==> config.mk <==
export PLATFORM = sky130hd
export DESIGN_NAME = oam_dma_controller
export DESIGN_NICKNAME = d
export VERILOG_FILES = /design/src/rtl/nes_dma_pkg.sv /design/src/rtl/oam_dma_addr_gen.sv /design/src/rtl/oam_dma_controller.sv
export SDC_FILE = /design/constraint.sdc
export NUM_CORES = 1
export LEC_CHECK = 0
export CORE_MARGIN = 3
export CORE_UTILIZATION = 30
export CTS_BUF_LIST = sky130_fd_sc_hd__clkbuf_4 sky130_fd_sc_hd__clkbuf_8 sky130_fd_sc_hd__clkbuf_16
export CTS_CLUSTER_DIAMETER = 120
export DETAILED_ROUTE_END_ITERATION = 8
export PLACE_DENSITY = 0.62
export SLEW_MARGIN = 20
export SYNTH_ARGS = -nofsm -noshare
export SYNTH_HDL_FRONTEND = slang
export SYNTH_SLANG_ARGS = --single-unit
==> constraint.sdc <==
create_clock -name i_clk -period 1.8 [get_ports i_clk]
set_input_delay 0.54 -clock i_clk [delete_from_list [all_inputs] [get_ports i_clk]]
set_output_delay 0.54 -clock i_clk [all_outputs]
set_load 0.02 [all_outputs]
==> src/rtl/nes_dma_pkg.sv <==
// Shared types and constants for the NES sprite (OAM) DMA controller.
package nes_dma_pkg;

  localparam logic [15:0] DMA_REG_ADDR_DEF  = 16'h4014;
  localparam logic [15:0] OAM_DATA_ADDR_DEF = 16'h2004;

  // Bytes per transfer; must be a power of two no larger than 256.
  localparam int unsigned XFER_LEN = 256;
  localparam int unsigned IDX_W    = $clog2(XFER_LEN);

  typedef enum logic [2:0] {
    IDLE,
    HALT,
    ALIGN,
    READ,
    WRITE,
    DONE
  } dma_state_e;

endpackage

==> src/rtl/oam_dma_addr_gen.sv <==
// Source address generator for OAM DMA: page latch, byte index counter and
// {page,index} address formation.
module oam_dma_addr_gen
  import nes_dma_pkg::*;
(
  input  logic        clk,
  input  logic        reset_n,
  input  logic        load,
  input  logic [7:0]  page_value,
  input  logic        advance,
  output logic [15:0] address,
  output logic [15:0] next_address,
  output logic        last
);

  logic [7:0]       page;
  logic [IDX_W-1:0] index;
  logic [IDX_W-1:0] index_inc;

  assign index_inc    = index + IDX_W'(1);
  assign last         = (index == IDX_W'(XFER_LEN - 1));
  // Index is zero-extended into the low byte, so no carry ever reaches the page.
  assign address      = {page, 8'(index)};
  assign next_address = {page, 8'(index_inc)};

  always_ff @(posedge clk or negedge reset_n) begin
    if (!reset_n) begin
      page  <= 8'h00;
      index <= '0;
    end else begin
      if (load) begin
        page <= page_value;
      end
      if (advance) begin
        index <= index_inc;
      end
    end
  end

endmodule

==> src/rtl/oam_dma_controller.sv <==
// NES OAM DMA sequencer: halts the 6502 via RDY and copies one CPU page to the
// PPU OAM data port. Define OAM_DMA_ALIGN_EN to insert the odd-cycle ALIGN state.
module oam_dma_controller
  import nes_dma_pkg::*;
#(
  parameter logic [15:0] DMA_REG_ADDR  = DMA_REG_ADDR_DEF,
  parameter logic [15:0] OAM_DATA_ADDR = OAM_DATA_ADDR_DEF
) (
  input  logic        i_clk,
  input  logic        i_reset_n,
  input  logic [15:0] i_cpu_address,
  input  logic        i_cpu_rw,
  input  logic [7:0]  i_cpu_data,
  input  logic [7:0]  i_bus_data,
  output logic        o_cpu_rdy,
  output logic        o_bus_select,
  output logic [15:0] o_bus_address,
  output logic        o_bus_rw,
  output logic [7:0]  o_bus_data,
  output logic        o_busy
);

  dma_state_e  state;
  logic        load;
  logic        advance;
  logic        last;
  logic        need_align;
  logic [15:0] src_address;
  logic [15:0] next_address;

  // Only IDLE accepts a trigger, so the page cannot be re-latched mid-transfer.
  assign load    = (state == IDLE) && !i_cpu_rw && (i_cpu_address == DMA_REG_ADDR);
  assign advance = (state == WRITE);

`ifdef OAM_DMA_ALIGN_EN
  logic parity;

  always_ff @(posedge i_clk or negedge i_reset_n) begin
    if (!i_reset_n) begin
      parity <= 1'b0;
    end else begin
      parity <= ~parity;
    end
  end

  assign need_align = parity;
`else
  assign need_align = 1'b0;
`endif

  oam_dma_addr_gen u_addr_gen (
    .clk          (i_clk),
    .reset_n      (i_reset_n),
    .load         (load),
    .page_value   (i_cpu_data),
    .advance      (advance),
    .address      (src_address),
    .next_address (next_address),
    .last         (last)
  );

  always_ff @(posedge i_clk or negedge i_reset_n) begin
    if (!i_reset_n) begin
      state         <= IDLE;
      o_cpu_rdy     <= 1'b1;
      o_bus_select  <= 1'b0;
      o_bus_address <= 16'h0000;
      o_bus_rw      <= 1'b1;
      o_bus_data    <= 8'h00;
      o_busy        <= 1'b0;
    end else begin
      case (state)
        IDLE: begin
          if (load) begin
            state     <= HALT;
            o_busy    <= 1'b1;
            o_cpu_rdy <= 1'b0;
          end
        end
        HALT: begin
          // The 6502 ignores RDY on write cycles; wait for a real read stall.
          if (i_cpu_rw) begin
            o_bus_select <= 1'b1;
            o_bus_rw     <= 1'b1;
            if (need_align) begin
              state <= ALIGN;
            end else begin
              state         <= READ;
              o_bus_address <= src_address;
            end
          end
        end
        ALIGN: begin
          state         <= READ;
          o_bus_address <= src_address;
        end
        READ: begin
          state         <= WRITE;
          o_bus_rw      <= 1'b0;
          o_bus_address <= OAM_DATA_ADDR;
          o_bus_data    <= i_bus_data;
        end
        WRITE: begin
          o_bus_rw <= 1'b1;
          if (last) begin
            state        <= DONE;
            o_bus_select <= 1'b0;
            o_busy       <= 1'b0;
          end else begin
            state         <= READ;
            o_bus_address <= next_address;
          end
        end
        DONE: begin
          state     <= IDLE;
          o_cpu_rdy <= 1'b1;
        end
        default: state <= IDLE;
      endcase
    end
  end

endmodule

Word level (Yosys, flattened, before mapping):

Cells that the tools add are included.

* output and inout bits: 28
* input bits: 35
* bits in registers: 47
* logic and storage cells: 51

* muxes and demuxes: 15
* equality and inequality tests: 11
* add/subtract/negate cells: 1
* reductions and logical operators: 15

Operator list (number)
* $pmux W16 S4: 1
* $mux W16: 2
* $eq A16 B15 Y1 const B: 1
* $pmux W3 S5: 1
* $mux W3: 3
* $reduce_and A3 Y1: 3
* $add A8 B1 Y8 const B: 1
* $eq A8 B8 Y1 const B: 1
* $eq A3 B2 Y1 const B: 2
* $eq A3 B3 Y1 const B: 2
* $ne A2 B2 Y1 const B: 3
* $pmux W1 S2: 3
* $reduce_and A2 Y1: 3
* $reduce_bool A2 Y1: 3
* $mux W1: 4
* $reduce_bool A4 Y1: 1
* $eq A3 B1 Y1 const B: 1
* $logic_not A3 Y1: 1
* $pmux W1 S3: 1
* $reduce_bool A3 Y1: 1
* $logic_and A1 B1 Y1: 2
* $ne A2 B1 Y1 const B: 1
* $logic_not A1 Y1: 1

Logic depth before layout (Yosys ltp):

Gate-level depths: netlist of run 1.

* word-level depth: 5
* mapped depth: 6
* depth with buffers taken out: 5

Cells and area by module:

From an unflattened synthesis of run 1, not the netlist that was laid out.

* cell total of the unflattened synthesis: 231
* area total of the unflattened synthesis: 2502.4 µm²

By module, submodules not included
* oam_dma_controller: seq. area each 778.2 µm², cells each 163, times used 1, area an instance 1691.6 µm²
* oam_dma_addr_gen: seq. area each 400.4 µm², cells each 68, times used 1, area an instance 810.8 µm²

Least setup slack after synthesis of run 1:

No wires, ideal clock.

* kind: register to register
* from: register state[1]
* to: register u_addr_gen.page[1]
* clock period less this slack: 1813 ps
* slack: -13 ps
* data arrival time: 1685 ps
* path buffers: 2
* stages on the path, launching flop included: 6
* path through: dfrtp_1 buf_6 or3_4 nor4_4 buf_4 mux2_1

* cells in the longest elaborated chain, start to end: 3

Ends and longest elaborated chain
* start, declared: RTL line oam_dma_controller.sv:23 `dma_state_e state;`
* start signal, assigned: RTL line oam_dma_controller.sv:64 `state <= IDLE;`
* start signal, assigned: RTL line oam_dma_controller.sv:75 `state <= HALT;`
* start signal, assigned: RTL line oam_dma_controller.sv:86 `state <= ALIGN;`
* $logic_not A3 Y1: RTL line oam_dma_controller.sv:32 `assign load = (state == IDLE) && !i_cpu_rw && (i_cpu_address == DMA_REG_ADDR);`
* $logic_and A1 B1 Y1 (2 in a row): RTL line oam_dma_controller.sv:32
* end signal, assigned: RTL line oam_dma_addr_gen.sv:32 `page <= page_value;`
* end, declared: RTL line oam_dma_addr_gen.sv:16 `logic [7:0] page;`

Every way passes these cells.
A chain may end at the register's enable or synchronous reset.

Worst setup path in the final report of run 1:

* from: input port i_cpu_address[12]
* to: register u_addr_gen.page[2]

* cells in the longest elaborated chain, start to end: 2

Ends and longest elaborated chain
* start, declared: RTL line oam_dma_controller.sv:11 `input logic [15:0] i_cpu_address,`
* $eq A16 B15 Y1: RTL line oam_dma_controller.sv:32
* $logic_and A1 B1 Y1: RTL line oam_dma_controller.sv:32

Every way passes these cells.

==> run metrics, run 1 <==
horizontal extent of the die 90.87 um; crit path capture type flop; initial core utilization 31.29%; height of the die 90.87 um; cell types occupying the most area after synthesis sky130_fd_sc_hd__dfrtp_1 52%, sky130_fd_sc_hd__nand2_1 7.3%, sky130_fd_sc_hd__mux2i_1 6.0%; number of placed instances with taps included 366; buffer type at the clock tree root sky130_fd_sc_hd__clkbuf_8; Setup-failing EPs final 0; worst max-slew margin expressed relative to the limit 71.12%; Synth Cell Area 2161 um2; actual transition at the worst max-transition pin 0.4332 ns; number of buffers created by CTS 5; number of iterations in the first detailed-routing pass 4; core area 6907 um2; number of unique standard cell types used by synthesis 44; count of inserted antenna diode cells 0; slack of the worst reg-to-reg path 0.10 ns; peak ir drop on the vdd network 0.5713 mV; wire length of the first global-routing pass 8355 um; final cell area excluding filler cells 3148 um2; number of fill cells 685; drt first-iter violations 61; Static Leakage 1.582 nW; post-layout instance count excluding filler cells 377; setup repair after global routing missed its margin true; CTS H-Tree Depth 2; CTS clock-pin slew for the worst setup and hold paths 0.09 ns; GRT Resource Usage Total 12.57%; post-detailed-route count of antenna-violating nets 0; total of buffers placed on input and output ports 62; proportion of netlist area held by the largest area contributor 52.11%; cts-stage hold buffer count 0; total wire length after detailed routing 4922 um; number of hold-slack violations in the final timing report 0; MaxCap Viol Count 0; share of final-layout standard cells stronger than drive strength 1 22.06%; status complete, no violations; die area 8257 um2; Wirelength per Cell 13.06 um; worst slack after detailed placement -0.5920 ns; average via count per standard cell 4.427; path depth of the worst reg2reg path 4; final worst hold slack 0.1456 ns; total via count after detailed routing 1669; register area share after synthesis 54.55%; number of design rule violations left after detail routing 0; number of antenna violations at the first check in global routing 0; number of storage elements in the synthesis netlist 47; CTS tree yes; number of sinks handled by clock tree synthesis 47; yosys warns 0; required time at the endpoint of the critical path 2.00 ns; syn avg cell area 10.91 um2; Reg2Reg Capture Point o_bus_address[2]; cell area reported after detailed placement 3010 um2; Post-Syn Instances 198; number of placement rows 30; largest fanout on the critical path 4; final estimated routing congestion in global placement 0.7552; number of global-route vias before repair 1729; final period demand of the worst path 1.760 ns; multi-input combinational cell area 919.6 um2; FF/Latch Area 1179 um2; pins over their slew limit 0; Final Skew 0.01086 ns; share of the clock period used by the worst path 97.75%; crit path launch type input pin; number of nets in the layout 316; synth-to-layout area growth 45.69%; insertion delay to the later sink of the worst-skew pair 0.31 ns; final critical-path setup slack 0.04041 ns; top cell type by total area after synthesis sky130_fd_sc_hd__dfrtp_1; total grt overflow 0; HPWL reported at the end of detailed placement 3527 um; ratio of total power to cell area 1262 nW/um2; Arrival @ worst endpoint 1.96 ns; Final Total Pwr 3.972 mW; launch instance of the worst register-to-register path state[1]; post-synth net total 234; maximum number of pins on one net before global-route repair 25; Fmax 568.3 MHz; number of top-level pins 63; maximum number of buffers from clock root to sink 2; min-delay worst type in -> async; crit path kind in -> reg
==> worst max-delay path by stage <==
stage | start | to | slack [ns]
2_1_floorplan | i_cpu_rw | u_addr_gen.page[2] | -0.01
3_3_place_gp | i_cpu_rw | u_addr_gen.page[0] | -0.58
3_5_place_dp | i_cpu_rw | u_addr_gen.page[3] | -0.59
4_1_cts | state[2] | u_addr_gen.page[1] | -0.04
5_1_grt | state[1] | o_bus_address[5] | -0.004
6_report | i_cpu_address[12] | u_addr_gen.page[2] | 0.04
==> routing by layer <==
metal	GRT usage (%)	wire, um
met5	0	0
met4	3.769	55
met3	3.500	242
met2	20.07	2372
met1	16.60	2251
==> power by group <==
part	switching (mW)	leakage [nW]	internal, mW
sequential	0.128	0.617	1.28
combinational	0.924	0.907	0.859
clock	0.368	0.0581	0.414
==> logic make-up after synthesis <==
group	synth area share, %
compound gates	7.064
xor+xnor	2.432
fa+ha+maj	0.5789
buf+inv	5.789
flops	54.55
mux	13.32
simple gates	16.27
==> cells in the final DEF, fill, tap and decap left out, drive strengths merged, types with 2 or more instances in the layout <==
master         count
o22a               2
dfstp              2
nand2             42
mux2              14
clkdlybuf4s50     20
inv               14
xnor2              2
a21oi              3
o31ai              2
clkinv             2
buf               25
nor3               3
mux2i             13
clkbuf            10
o311ai             2
nor4b              2
clkdlybuf4s15      3
dfrtp             45
nor2               6
nand3              4
o22ai              3
dlymetal6s2s       4
o21a               2
xor2               4
dlygate4sd2       29
nor4               2
o21ai              3
nand2b             2
==> cells in the mapped netlist <==
| master | number |
|---|---|
| sky130_fd_sc_hd__a21boi_0 | 1 |
| sky130_fd_sc_hd__a21oi_1 | 3 |
| sky130_fd_sc_hd__a31oi_1 | 1 |
| sky130_fd_sc_hd__and2_1 | 1 |
| sky130_fd_sc_hd__and3_1 | 1 |
| sky130_fd_sc_hd__and4_1 | 1 |
| sky130_fd_sc_hd__buf_1 | 1 |
| sky130_fd_sc_hd__buf_2 | 1 |
| sky130_fd_sc_hd__buf_4 | 2 |
| sky130_fd_sc_hd__buf_6 | 3 |
| sky130_fd_sc_hd__clkbuf_1 | 4 |
| sky130_fd_sc_hd__dfrtp_1 | 45 |
| sky130_fd_sc_hd__dfstp_2 | 2 |
| sky130_fd_sc_hd__ha_1 | 1 |
| sky130_fd_sc_hd__inv_1 | 14 |
| sky130_fd_sc_hd__mux2_1 | 7 |
| sky130_fd_sc_hd__mux2_2 | 7 |
| sky130_fd_sc_hd__mux2i_1 | 13 |
| sky130_fd_sc_hd__nand2_1 | 42 |
| sky130_fd_sc_hd__nand2b_1 | 2 |
| sky130_fd_sc_hd__nand3_1 | 4 |
| sky130_fd_sc_hd__nand3b_1 | 1 |
| sky130_fd_sc_hd__nand4_1 | 1 |
| sky130_fd_sc_hd__nor2_1 | 6 |
| sky130_fd_sc_hd__nor3_1 | 3 |
| sky130_fd_sc_hd__nor3b_1 | 1 |
| sky130_fd_sc_hd__nor4_1 | 1 |
| sky130_fd_sc_hd__nor4_4 | 1 |
| sky130_fd_sc_hd__nor4b_1 | 2 |
| sky130_fd_sc_hd__nor4bb_1 | 1 |
| sky130_fd_sc_hd__o211a_1 | 1 |
| sky130_fd_sc_hd__o21a_1 | 2 |
| sky130_fd_sc_hd__o21ai_0 | 3 |
| sky130_fd_sc_hd__o221ai_1 | 1 |
| sky130_fd_sc_hd__o22a_1 | 2 |
| sky130_fd_sc_hd__o22ai_1 | 2 |
| sky130_fd_sc_hd__o22ai_2 | 1 |
| sky130_fd_sc_hd__o311ai_1 | 2 |
| sky130_fd_sc_hd__o31ai_1 | 2 |
| sky130_fd_sc_hd__or2_1 | 1 |
| sky130_fd_sc_hd__or3_4 | 1 |
| sky130_fd_sc_hd__or3b_1 | 1 |
| sky130_fd_sc_hd__xnor2_1 | 2 |
| sky130_fd_sc_hd__xor2_1 | 4 |
==> worst max-delay path, stage by stage <==
cell,delay [ns]
sky130_fd_sc_hd__clkdlybuf4s50_1,0.40
sky130_fd_sc_hd__nor2_1,0.09
sky130_fd_sc_hd__nand2_1,0.09
sky130_fd_sc_hd__nor4_4,0.32
sky130_fd_sc_hd__buf_4,0.21
sky130_fd_sc_hd__mux2_4,0.30
==> per-stage QoR <==
| step | setup TNS (ns) | util [%] |
|---|---|---|
| global placement | -10.95 | 43.59 |
| floorplan | -0.06846 | - |
| global route | -0.004015 | 45.58 |
| CTS | -0.2533 | 45.58 |
| detailed placement | -10.78 | 43.59 |
| finish | 0 | 45.58 |
==> layout make-up <==
class,count,area share [%]
clock buffers,5,2.186
clock inverters,3,1.391
repair buffers,86,24.28
multi-input cells,126,29.21
well taps,96,3.816
flip-flops and latches,47,37.44
inverters,14,1.669
==> state kept, by name, summed over array words and instances (netlist names) <==
register / flops
o_bus_rw: 1
o_bus_data: 8
u_addr_gen.page: 8
o_busy: 1
o_cpu_rdy: 1
o_bus_select: 1
state: 3
o_bus_address: 16
u_addr_gen.index: 8
==> repair_timing <==
item,CTS,global route
pin swaps,6,9
gates cloned,1,0
setup buffers,2,0
endpoints found under the setup margin,44,26
endpoints found under the hold margin,0,0
gates resized for setup,49,19
No activity file was read; power rests on OpenSTA's default activity.
==> run 2, diff against run 1 <==
Settings changed: CAP_MARGIN from default to 10, PLACE_DENSITY 0.62 to 0.6.
==> run 2 against run 1 <==
Compared with the run above:
- utilization down 0.38 points
- critical path type unchanged
- largest power group unchanged
- worst setup slack gained 0.0089 ns
- register-to-register slack got worse by 0.02 ns
- clock power down 17%
- via count grew 1.1%
==> run metrics, run 2 (same netlist as run 1, synthesis figures left out) <==
insertion delay to the later sink of the worst-skew pair 0.30 ns (was 0.31 ns); number of design rule violations left after detail routing 0 (unchanged); max reg flops 16 (unchanged); required time at the endpoint of the critical path 1.99 ns (was 2.00 ns); GRT Resource Usage Total 12.45% (was 12.57%); horizontal extent of the die 90.87 um (unchanged); CTS tree yes (unchanged); number of global-route vias before repair 1722 (was 1729); CTS clock-pin slew for the worst setup and hold paths 0.09 ns (about the same); number of buffers created by CTS 5 (unchanged); setup repair after global routing missed its margin false (was true); actual transition at the worst max-transition pin 0.4668 ns (was 0.4332 ns); crit path capture type flop (unchanged); share of the clock period used by the worst path 97.26% (was 97.75%); total grt overflow 0 (unchanged); die area 8257 um2 (unchanged); Final Core Density 45.20% (was 45.58%); largest fanout on the critical path 4 (unchanged); Power Internal 2.433 mW (was 2.551 mW); Switch Pwr 1.392 mW (was 1.420 mW); maximum number of pins on one net before global-route repair 30 (was 25); drt first-iter violations 39 (was 61); Clock Power Share 16.9% (was 19.7%); worst max-slew margin expressed relative to the limit 68.88% (was 71.12%); share of total power in combinational logic 46.2% (was 44.9%); maximum number of buffers from clock root to sink 2 (unchanged); number of top-level pins 63 (unchanged); total of buffers placed on input and output ports 62 (unchanged); post-detailed-route count of antenna-violating nets 0 (unchanged); Setup-failing EPs final 0 (unchanged); count of inserted antenna diode cells 0 (unchanged); number of placement rows 30 (unchanged); cts-stage hold buffer count 0 (unchanged); share of final-layout standard cells stronger than drive strength 1 21.00% (was 22.06%); Static Leakage 1.571 nW (was 1.582 nW); number of nets in the layout 316 (unchanged); commonest non-fill, non-tap cell in the layout sky130_fd_sc_hd__dfrtp_1 (unchanged); initial core utilization 31.29% (unchanged); crit path kind in -> reg (unchanged); status complete, no violations (unchanged); number of iterations in the first detailed-routing pass 3 (was 4); wire length of the first global-routing pass 8335 um (was 8355 um); number of sinks handled by clock tree synthesis 47 (unchanged); FF/Latch Area 1179 um2 (unchanged); core area 6907 um2 (unchanged); ratio of total power to cell area 1225 nW/um2 (was 1262 nW/um2); sequential group share of total power 36.8% (was 35.4%); Net Sw Frac 36.39% (was 35.76%); synth-to-layout area growth 44.47% (was 45.69%); total via count after detailed routing 1688 (was 1669); pins over their slew limit 0 (unchanged); commonest cells after routing, fill and taps aside 45 x sky130_fd_sc_hd__dfrtp_1, 42 x sky130_fd_sc_hd__nand2_1, 36 x sky130_fd_sc_hd__dlygate4sd2_1, 21 x sky130_fd_sc_hd__buf_4, 18 x sky130_fd_sc_hd__clkdlybuf4s50_1 (was 45 x sky130_fd_sc_hd__dfrtp_1, 41 x sky130_fd_sc_hd__nand2_1, 29 x sky130_fd_sc_hd__dlygate4sd2_1, 21 x sky130_fd_sc_hd__buf_4, 20 x sky130_fd_sc_hd__clkdlybuf4s50_1); total wire length after detailed routing 4819 um (was 4922 um); min-delay worst type in -> async (unchanged); Final Skew 0.004847 ns (was 0.01086 ns); slack of the worst reg-to-reg path 0.08 ns (was 0.10 ns); path depth of the worst reg2reg path 4 (unchanged); HPWL reported at the end of detailed placement 3499 um (was 3527 um); multi-input combinational cell area 910.9 um2 (was 919.6 um2); final estimated routing congestion in global placement 0.7914 (was 0.7552); final period demand of the worst path 1.751 ns (was 1.760 ns); height of the die 90.87 um (unchanged); buffer type at the clock tree root sky130_fd_sc_hd__clkbuf_8 (unchanged); average via count per standard cell 4.477 (was 4.427); top register by number of flip-flops o_bus_address (unchanged); peak ir drop on the vdd network 0.5989 mV (was 0.5713 mV); Final Total Pwr 3.825 mW (was 3.972 mW); CTS H-Tree Depth 2 (unchanged); crit path launch type input pin (unchanged); Arrival @ worst endpoint 1.95 ns (was 1.96 ns); Wirelength per Cell 12.78 um (was 13.06 um); Fmax 571.2 MHz (was 568.3 MHz); number of antenna violations at the first check in global routing 0 (unchanged); number of hold-slack violations in the final timing report 0 (unchanged); MaxCap Viol Count 0 (unchanged); number of fill cells 705 (was 685)
run 2: through the flow:
step	instance area, um2	TNS, ns	hold slack [ns]	worst slack [ns]	instances
floorplan	2181	-0.06846	0.2444	-0.01141	198
CTS	3105	0	0.1877	0.0005216	377
global route	3122	0	0.2134	0.0003364	377
finish	3122	0	0.1765	0.04930	377
global placement	3003	-9.751	0.4567	-0.5673	365
detailed placement	3003	-9.939	0.4658	-0.5952	365
run 2: power groups by stage:
stage | logic [mW] | clock network [mW] | registers (mW)
5_1_grt | 1.95 | 0.722 | 1.44
6_report | 1.77 | 0.648 | 1.41
3_3_place_gp | 1.83 | 0 | 1.44
3_5_place_dp | 1.85 | 0 | 1.44
4_1_cts | 1.79 | 0.677 | 1.41
2_1_floorplan | 0.915 | 0 | 1.59
run 2: worst max-delay path, cell delays in order:
cell and delay [ns]:
sky130_fd_sc_hd__clkdlybuf4s50_1 0.40, sky130_fd_sc_hd__nor2_1 0.08, sky130_fd_sc_hd__nand2_1 0.08, sky130_fd_sc_hd__nor4_4 0.32, sky130_fd_sc_hd__buf_4 0.22, sky130_fd_sc_hd__mux2_4 0.30
run 2: per-layer routing:
metal / up-vias / part of all wire, % / global-route usage (%)
met5: - / 0 / 0
met3: 8 / 4.6 / 3.000
met4: 0 / 1.5 / 4.523
met1: 816 / 44 / 16.03
met2: 32 / 49 / 20.32
li1: 832 / - / -
run 2: timing repair:
action                                  CTS  global route
buffers inserted                          3             1
pin swaps                                 7             8
gates cloned                              1             0
endpoints found under the setup margin   39            23
gates resized for setup                  48            13
run 2: final timing paths:
kind | from | end
hold reg to reg | o_bus_data[7] | o_bus_data[7]
max in group asynchronous | i_reset_n | o_bus_data[3]
hold / removal | i_reset_n | o_bus_address[7]
min in group i_clk | o_bus_data[7] | o_bus_data[7]
setup / recovery | i_cpu_address[12] | u_addr_gen.page[6]
setup reg to reg | state[2] | u_addr_gen.page[6]
run 2: final cells by class:
| type | count | area share [%] |
|---|---|---|
| clock buffer | 6 | 2.445 |
| inverter | 14 | 1.683 |
| multi-input combinational | 126 | 29.18 |
| sequential | 47 | 37.76 |
| clock inverter | 2 | 0.4008 |
| timing repair buffer | 86 | 24.69 |
| tap | 96 | 3.848 |
==> run 3, diff against run 2 <==
Settings changed: CELL_PAD_IN_SITES_DETAIL_PLACEMENT from default to 0, CELL_PAD_IN_SITES_GLOBAL_PLACEMENT from default to 1, CORE_MARGIN 3 to 10, CTS_CLUSTER_DIAMETER 120 to 30, PLACE_DENSITY 0.6 to 0.74.
==> run 3 against run 2 <==
Compared with the run above:
- clock power is 6.3% higher
- final cell count is 1.6% higher
- worst hold slack worse by 0.068 ns
- register-to-register slack hardly changed
- critical path depth stayed put
- fmax is 0.54% lower
- combinational power is 9% higher
- non-clock buffer count is 6 higher
- design area is 4.4% higher
- via count is 1.3% higher
- count of clock-buffer cells in the layout is 1 higher
- largest cell class unchanged
- highest routed layer unchanged
==> run metrics, run 3 (same netlist as run 1, synthesis figures left out) <==
post-detailed-route count of antenna-violating nets 0 (unchanged); share of final-layout standard cells stronger than drive strength 1 27.18% (was 21.00%); number of design rule violations left after detail routing 0 (unchanged); insertion delay to the later sink of the worst-skew pair 0.30 ns (about the same); Setup-failing EPs final 0 (unchanged); cts-stage hold buffer count 0 (unchanged); commonest cells after routing, fill and taps aside 45 x sky130_fd_sc_hd__dfrtp_1, 40 x sky130_fd_sc_hd__nand2_1, 32 x sky130_fd_sc_hd__dlygate4sd2_1, 24 x sky130_fd_sc_hd__buf_4, 17 x sky130_fd_sc_hd__clkdlybuf4s50_1 (was 45 x sky130_fd_sc_hd__dfrtp_1, 42 x sky130_fd_sc_hd__nand2_1, 36 x sky130_fd_sc_hd__dlygate4sd2_1, 21 x sky130_fd_sc_hd__buf_4, 18 x sky130_fd_sc_hd__clkdlybuf4s50_1); die area 11000 um2 (was 8257 um2); cell area reported after detailed placement 3033 um2 (was 3003 um2); Fmax 568.1 MHz (was 571.2 MHz); total grt overflow 0 (unchanged); met3 layer usage reported by global route 3.440% (was 3.000%); height of the die 104.9 um (was 90.87 um); total via count after detailed routing 1710 (was 1688); Static Leakage 1.608 nW (was 1.571 nW); status complete, no violations (unchanged); number of global-route vias before repair 1794 (was 1722); Wirelength per Cell 14.63 um (was 12.78 um); number of hold-slack violations in the final timing report 0 (unchanged); number of placement rows 30 (unchanged); largest fanout on the critical path 4 (unchanged); CTS tree yes (unchanged); CTS clock-pin slew for the worst setup and hold paths 0.09 ns (about the same); final period demand of the worst path 1.760 ns (was 1.751 ns); wire length of the first global-routing pass 9211 um (was 8335 um); actual transition at the worst max-transition pin 0.3554 ns (was 0.4668 ns); Clock Power Share 17.1% (was 16.9%); core area 6907 um2 (unchanged); max reg flops 16 (unchanged); final worst hold slack 0.1087 ns (was 0.1765 ns); number of nets in the layout 322 (was 316); crit path capture type flop (unchanged); top register by number of flip-flops o_bus_address (unchanged); crit path launch type input pin (unchanged); final cell area excluding filler cells 3258 um2 (was 3122 um2); number of sinks handled by clock tree synthesis 47 (unchanged); CP delay by family, top buffers and inverters (unchanged); sequential group share of total power 34.9% (was 36.8%); required time at the endpoint of the critical path 1.99 ns (about the same); ratio of total power to cell area 1234 nW/um2 (was 1225 nW/um2); horizontal extent of the die 104.9 um (was 90.87 um); initial core utilization 31.29% (unchanged); Net Sw Frac 36.46% (was 36.39%); total wire length after detailed routing 5604 um (was 4819 um); number of iterations in the first detailed-routing pass 4 (was 3); number of buffers created by CTS 5 (unchanged); M2 GR Usage 15.75% (was 20.32%); Final Skew 0.008755 ns (was 0.004847 ns); Power Internal 2.555 mW (was 2.433 mW); GR peak layer met2 (unchanged); HPWL reported at the end of detailed placement 4115 um (was 3499 um); share of the clock period used by the worst path 97.79% (was 97.26%); share of total power in combinational logic 48.0% (was 46.2%); CP bufs+invs 3 (was 2); total of buffers placed on input and output ports 62 (unchanged); grt met1 use 13.09% (was 16.03%); count of inserted antenna diode cells 0 (unchanged); peak ir drop on the vdd network 0.5334 mV (was 0.5989 mV); crit path kind in -> reg (unchanged); average via count per standard cell 4.465 (was 4.477); maximum number of pins on one net before global-route repair 24 (was 30); worst max-slew margin expressed relative to the limit 76.31% (was 68.88%); Final Core Density 47.17% (was 45.20%); MaxCap Viol Count 0 (unchanged); number of fill cells 690 (was 705); final estimated routing congestion in global placement 0.7314 (was 0.7914); maximum number of buffers from clock root to sink 2 (unchanged); number of top-level pins 63 (unchanged); CTS H-Tree Depth 2 (unchanged); drt first-iter violations 45 (was 39); Switch Pwr 1.466 mW (was 1.392 mW); Arrival @ worst endpoint 1.95 ns (about the same); number of antenna violations at the first check in global routing 0 (unchanged); pins over their slew limit 0 (unchanged); min-delay worst type in -> async (unchanged); buffer type at the clock tree root sky130_fd_sc_hd__clkbuf_8 (unchanged); commonest non-fill, non-tap cell in the layout sky130_fd_sc_hd__dfrtp_1 (unchanged); GRT Resource Usage Total 10.08% (was 12.45%); critical path cell sequence clkdlybuf4s50_1, nand2_2, nor4_4, buf_4, clkbuf_16, mux2_4 (was clkdlybuf4s50_1, nor2_1, nand2_1, nor4_4, buf_4, mux2_4); maximum single-stage delay on the critical path 0.47 ns (was 0.40 ns); synth-to-layout area growth 50.78% (was 44.47%); CP max-delay cell sky130_fd_sc_hd__clkdlybuf4s50_1 (unchanged)
[run 3: changes by cell type in the layout (fill, tap and decap cells not counted), sizes merged, moves of 2 or more]
cell	before	now
dlymetal6s2s	4	2
clkbuf	8	15
clkdlybuf4s15	1	3
dlygate4sd2	36	32
buf	25	30
[run 3: path summary, 6_finish.rpt]
path	startpoint	slack, ns	to	cells after the start
setup / recovery	i_cpu_address[14]	0.04	u_addr_gen.page[3]	6
hold / removal	i_reset_n	0.11	o_bus_address[4]	1
setup reg to reg	state[0]	0.07	o_bus_address[7]	5
hold reg to reg	o_bus_data[1]	0.47	o_bus_data[1]	2
max in group asynchronous	i_reset_n	1.10	o_bus_address[9]	2
min in group i_clk	o_bus_data[1]	0.47	o_bus_data[1]	2
[run 3: final cells by class]
cell class	count	area, um2	area share [%]
clock buffers	7	90.09	2.765
clock inverters	1	8.758	0.2688
well taps	96	120.1	3.687
flip-flops and latches	47	1179	36.18
inverters	14	52.55	1.613
repair buffers	92	815.8	25.04
multi-input cells	126	992.2	30.45
[run 3: power by group through the flow]
stage          clock network (mW)  logic (mW)  registers, mW
6_report                    0.689        1.93           1.40
5_1_grt                     0.764        2.12           1.44
4_1_cts                     0.714        1.84           1.41
3_5_place_dp                    0        1.89           1.44
3_3_place_gp                    0        1.87           1.43
2_1_floorplan                   0       0.915           1.59
[run 3: stage by stage]
step | setup TNS (ns) | setup WS (ns) | total power, mW | std cells
3_3_place_gp | -9.619 | -0.5399 | 3.307 | 369
6_report | 0 | 0.03987 | 4.021 | 383
2_1_floorplan | -0.06846 | -0.01141 | 2.508 | 198
5_1_grt | -0.01351 | -0.01334 | 4.327 | 383
4_1_cts | -0.5016 | -0.1462 | 3.965 | 380
3_5_place_dp | -9.651 | -0.5587 | 3.333 | 369
[run 3: per-layer routing]
metal,vias to the layer above,share of wire [%]
met5,-,0
met4,0,0.91
met3,7,6.2
met2,51,44
met1,807,48
li1,845,-
[run 3: repair_timing]
action | CTS | global route
gates resized for setup | 52 | 36
setup endpoints to repair | 39 | 26
cloned | 1 | 0
buffers inserted | 2 | 3
pin swaps | 9 | 15
